$ cat src/rtl/sat_counter.sv
// Saturating up-counter: counts inc pulses and sticks at all-ones.
// Synchronous active-high reset.
module sat_counter #(
    parameter int W = 8
) (
    input  logic         clk,
    input  logic         rst,
    input  logic         inc,
    output logic [W-1:0] count
);

    logic [W-1:0] count_q;
    logic [W-1:0] count_d;

    // Increment on request unless already at the maximum value
    always_comb begin
        count_d = count_q;
        if (inc && (count_q != {W{1'b1}})) begin
            count_d = count_q + 1'b1;
        end
    end

    // Counter register
    always_ff @(posedge clk) begin
        if (rst) begin
            count_q <= '0;
        end else begin
            count_q <= count_d;
        end
    end

    assign count = count_q;

endmodule

$ cat config.mk
export PLATFORM = sky130hd
export DESIGN_NAME = sat_counter
export DESIGN_NICKNAME = d
export VERILOG_FILES = /design/src/rtl/sat_counter.sv
export SDC_FILE = /design/constraint.sdc
export NUM_CORES = 1
export LEC_CHECK = 0
export ABC_CLOCK_PERIOD_IN_PS = 1400
export CAP_MARGIN = 40
export CORE_AREA = 2 2 39 41
export CTS_BUF_LIST = sky130_fd_sc_hd__clkbuf_4
export DETAILED_ROUTE_END_ITERATION = 10
export DIE_AREA = 0 0 41 43
export PLACE_DENSITY = 0.65
export SKIP_LAST_GASP = 1
export SYNTH_ARGS = -nofsm -noshare
export SYNTH_HDL_FRONTEND = slang
export SYNTH_SLANG_ARGS = --single-unit
$ cat constraint.sdc
create_clock -name clk -period 1.4 [get_ports clk]
set_clock_uncertainty 0.15 [all_clocks]
set_input_delay 0.35 -clock clk [delete_from_list [all_inputs] [get_ports clk]]
set_output_delay 0.35 -clock clk [all_outputs]
set_load 0.02 [all_outputs]
---- Yosys cells after proc, flatten, opt, wreduce, memory -nomap -nowiden ----
Cells that the tools add are included.
word-level totals
  bits of input ports ..................... 3
  register bits after elaboration ......... 8
  output and inout bits ................... 8
  logic and storage cells ................. 4
operators by class
  equal/unequal tests ..................... 1
  reductions and logical operators ........ 1
  add/sub/neg operators ................... 1
operators with widths
  cell                                                           number
  8-bit by 1-bit adder with 8-bit output, second input constant  1
  8-bit inequality test, second input constant                   1
  1-bit logical AND                                              1

---- Longest topological paths before layout ----
  word-level depth ........................ 2
  depth in mapped cells ................... 4
  depth with buffers taken out ............ 4

---- Least setup slack after synthesis ----
Ideal clock, no wire load.
  path type ............................... flip-flop to flip-flop
  start ................................... register count_q[0] (netlist: count[0])
  end ..................................... register count_q[0] (netlist: count[0])
  arrival ................................. 1.326 ns
  data required time ...................... 1.129 ns
  stages on the path, launching flop included .. 5
  library setup time ...................... 0.121 ns
  clock period less this slack ............ 1.597 ns
  path buffers ............................ 0
  setup slack ............................. -0.197 ns
  cells stage by stage .................... dfxtp_1 > ha_1 > and3_4 > a21boi_4 > mux2_4
on the way
  word-level cells in the longest chain between the ends .. 2
  elaborated cells between the ends (all ways) .. 3
  classes of those cells .................. add/sub: 1; eq/ne: 1; reduce/logical: 1
RTL lines
  element                                                                         RTL line  RTL
  from (decl)                                                                     12        logic [W-1:0] count_q;
  from (signal assigned)                                                          28        count_q <= count_d;
  branches (longest 2 deep; another with 8-bit by 1-bit adder with 8-bit output)  --
Parallel ways; which one is timed is not known.
A chain may end at the register's enable or synchronous reset.

---- Worst setup path after layout ----
  start ................................... register count_q[1] (netlist: count[1])
  end ..................................... register count_q[0] (netlist: count[0])
on the way
  word-level cells in the longest chain between the ends .. 2
RTL lines
  element                RTL line  RTL
  8-bit inequality test  18        if (inc && (count_q != {W{1'b1}})) begin
  1-bit logical AND      18
No other way between the ends.

==> flow_metrics.tcl <==
set metrics [dict create \
    outcome "finished clean" \
    portBuffers 10 \
    maxSlewHeadroom_pct 85.5 \
    first_pass_iters 4 \
    power_frac_seq_pct 44.6 \
    total_power_mw 0.538 \
    htreeDepth 1 \
    cp_max_fo 3 \
    routed_wl_um 1130 \
    cp-start-kind "flip-flop" \
    numCtsBuffers 3 \
    grt_pass1_vias 442 \
    synth_area_um2 430 \
    post-route-period-util_pct 98.2 \
    area_delta_synth_final_pct 61.0 \
    cp_cell_sequence "ha_4, and3_4, a21boi_4, mux2_4" \
    cts-root-buf "clkbuf_4" \
    crit_path_end_kind "flip-flop" \
    slew_viol_final 0 \
    worstHoldPathCells 2 \
    rsz0062_at_grt "true" \
    clk_latency_ns 0.26 \
    drtIter0Drc 18 \
    r2r_slack_ns 0.02 \
    placed_area_um2 676 \
    start_util_pct 31.1 \
    path_clk_slew_ns 0.06 \
    grt-ovfl-total 0 \
    maxCapViolations 0 \
    synthDistinctLibCells 25 \
    slowest_delay_ns 0.36 \
    dp_slack_ns -0.388 \
    setup_ws_ns 0.0248 \
    r2r_end "count[0]$_SDFFE_PP0P_" \
    vias 463 \
    p_int_mw 0.408 \
    regToRegStartpoint "count[1]$_SDFFE_PP0P_" \
    clock_path_buffers 2 \
    crit_path_top_delay_cell "dfxtp_4" \
    nFillCells 141 \
    p_sw_mw 0.129 \
    hp-start "count[5]$_SDFFE_PP0P_" \
    largest_reg_flops 8 \
    hold-path-endpoint "count[5]$_SDFFE_PP0P_" \
    path_buf_inv 0 \
    holdCritPathClass "flip-flop to flip-flop" \
    reg2regPathDepth 4 \
    gp_congestion 0.810 \
    syn_area_per_cell_um2 9.36 \
    hold_violations 0 \
    critPathKind "flip-flop to flip-flop" \
    hold_buffers 0 \
    power_frac_comb_pct 14.7 \
    worst_pin_slew_ns 0.216 \
    cts_sinks 8 \
    seq_area_frac_synth_pct 37.2 \
    ant_nets 0 \
    crit_required_ns 1.40 \
    yosysWarningCount 0 \
    fmax_mhz 727 \
    synth-seq-cells 8 \
    ir_drop_mv 0.624 \
    antenna_cells 0 \
    p_leak_nw 0.313 \
    die_w_um 41 \
    grt_pass1_wl_um 1870 \
    cp.arrival_ns 1.38 \
    grt_usage_pct 16.1 \
    final_layout_size_suffix_gt1_share_pct 53.9 \
    detail_route.wl_per_cell_um 12.3 \
    finalInstanceArea_um2 693 \
    die_area_um2 1760 \
    powerDensity_nw_per_um2 776 \
    antenna_found_initial 0 \
    pwr-share-clk_pct 40.6 \
    vias_per_cell 5.03 \
    synthCells 46 \
    period_needed_ns 1.38 \
    swShare_pct 24.1 \
    drc 0 \
    finalSetupViolations 0 \
    hpwl_um 799 \
    grt_start_max_net_pins 8 \
    timing.hold.ws_ns 0.406 \
    placementRows 14 \
    die_y_um 43 \
    pin_count 11 \
    fin_nets 81 \
    startpoint "count[1]$_SDFFE_PP0P_" \
    crit_family "flip-flops" \
    fp.coreArea_um2 1380 \
    synth_nets 50 \
    cts_tree "yes" \
]
==> worst max-delay path by stage <==
stage	slack, ns	cells past startpoint	endpoint
finish	0.02	4	count[0]$_SDFFE_PP0P_
global route	-0.02	5	count[7]$_SDFFE_PP0P_
CTS	-0.07	1	count[0]
detailed placement	-0.39	4	count[3]$_SDFFE_PP0P_
global placement	-0.34	4	count[3]$_SDFFE_PP0P_
floorplan	-0.03	4	count[0]$_SDFFE_PP0P_
==> power groups by stage <==
stage	sequential [mW]	combinational [mW]	clock, mW
after floorplan	0.255	0.0216	0
after global routing	0.241	0.0859	0.237
after global placement	0.247	0.0725	0
final	0.240	0.0792	0.219
after CTS	0.240	0.0769	0.222
after detailed placement	0.247	0.0732	0
==> layout by cell type (no fill, tap or decap), drive strengths merged <==
cell type	count
o311a	1
nor3	2
nand2b	1
o21ai	1
buf	19
or3	1
nor2	1
and2b	1
mux2	1
a311oi	1
ha	1
nand2	5
nand3	2
clkbuf	10
mux2i	1
a211oi	2
o21bai	2
a21boi	2
dfxtp	8
a21oi	5
nand4	2
inv	1
clkdlybuf4s50	1
and3	1
dlygate4sd2	1
a31oi	1
and4	2
==> per-stage QoR <==
| step | TNS (ns) | instances | util (%) |
|---|---|---|---|
| 5_1_grt | -0.0350 | 92 | 50.1 |
| 3_3_place_gp | -2.26 | 86 | 48.8 |
| 4_1_cts | -0.0768 | 92 | 51.6 |
| 6_report | 0 | 92 | 50.1 |
| 3_5_place_dp | -2.56 | 86 | 48.8 |
| 2_1_floorplan | -0.0342 | 46 | - |
==> cell type report <==
type	count	area, um2	area share [%]
sequential	8	171	24.7
clock buffer	4	30.0	4.33
inverter	1	3.75	0.542
tap	16	20.0	2.89
timing repair buffer	27	193	27.8
multi-input combinational	36	275	39.7
==> Yosys cell counts <==
library cell  n  area (um2)
o21ai_1       1        5.00
a21boi_0      1        7.51
and2b_2       1        8.76
buf_6         1        11.3
dfxtp_1       8         160
o311a_1       1        10.0
mux2_4        1        15.0
a21oi_1       5        25.0
inv_1         1        3.75
and3_4        1        11.3
nand4_1       2        12.5
a21boi_4      1        18.8
mux2i_1       1        10.0
ha_1          1        12.5
a211oi_1      2        15.0
nand2_1       5        18.8
or3_2         1        7.51
nand2b_1      1        6.26
a31oi_1       1        6.26
and4_1        2        17.5
o21bai_1      2        15.0
nor2_1        1        3.75
nand3_1       2        10.0
nor3_1        2        10.0
a311oi_1      1        8.76
==> cells by family (layout without fill, tap and decap cells) <==
family	count (synthesis)	in the layout	share of synthesized area [%]
multiplexers	2	2	5.81
adder cells (fa/ha/maj)	1	1	2.91
AND/OR/NAND/NOR	18	18	24.7
flip-flops	8	8	37.2
AO/OA/AOI/OAI	15	15	25.9
buffers and inverters	2	32	3.49
==> repair_timing <==
action / CTS / global route
pin swaps: 2 / 4
gates cloned: 0 / 0
setup endpoints to repair: 15 / 13
setup buffers: 2 / 0
gates resized for setup: 19 / 12
==> routing by layer <==
metal	share of wire [%]	up-vias	GRT usage [%]	wire length [um]
li1	-	238	-	-
met1	44	209	19.0	496
met2	49	14	24.1	550
met3	6.6	2	7.85	75
met4	1.1	0	6.00	12
met5	0	-	0	0
==> worst reg2reg max path, cell delays in order (launching register included) <==
cell	delay, ns
dfxtp_4	0.36
ha_4	0.15
and3_4	0.16
a21boi_4	0.14
mux2_4	0.31
No activity file was read; power rests on OpenSTA's default activity.
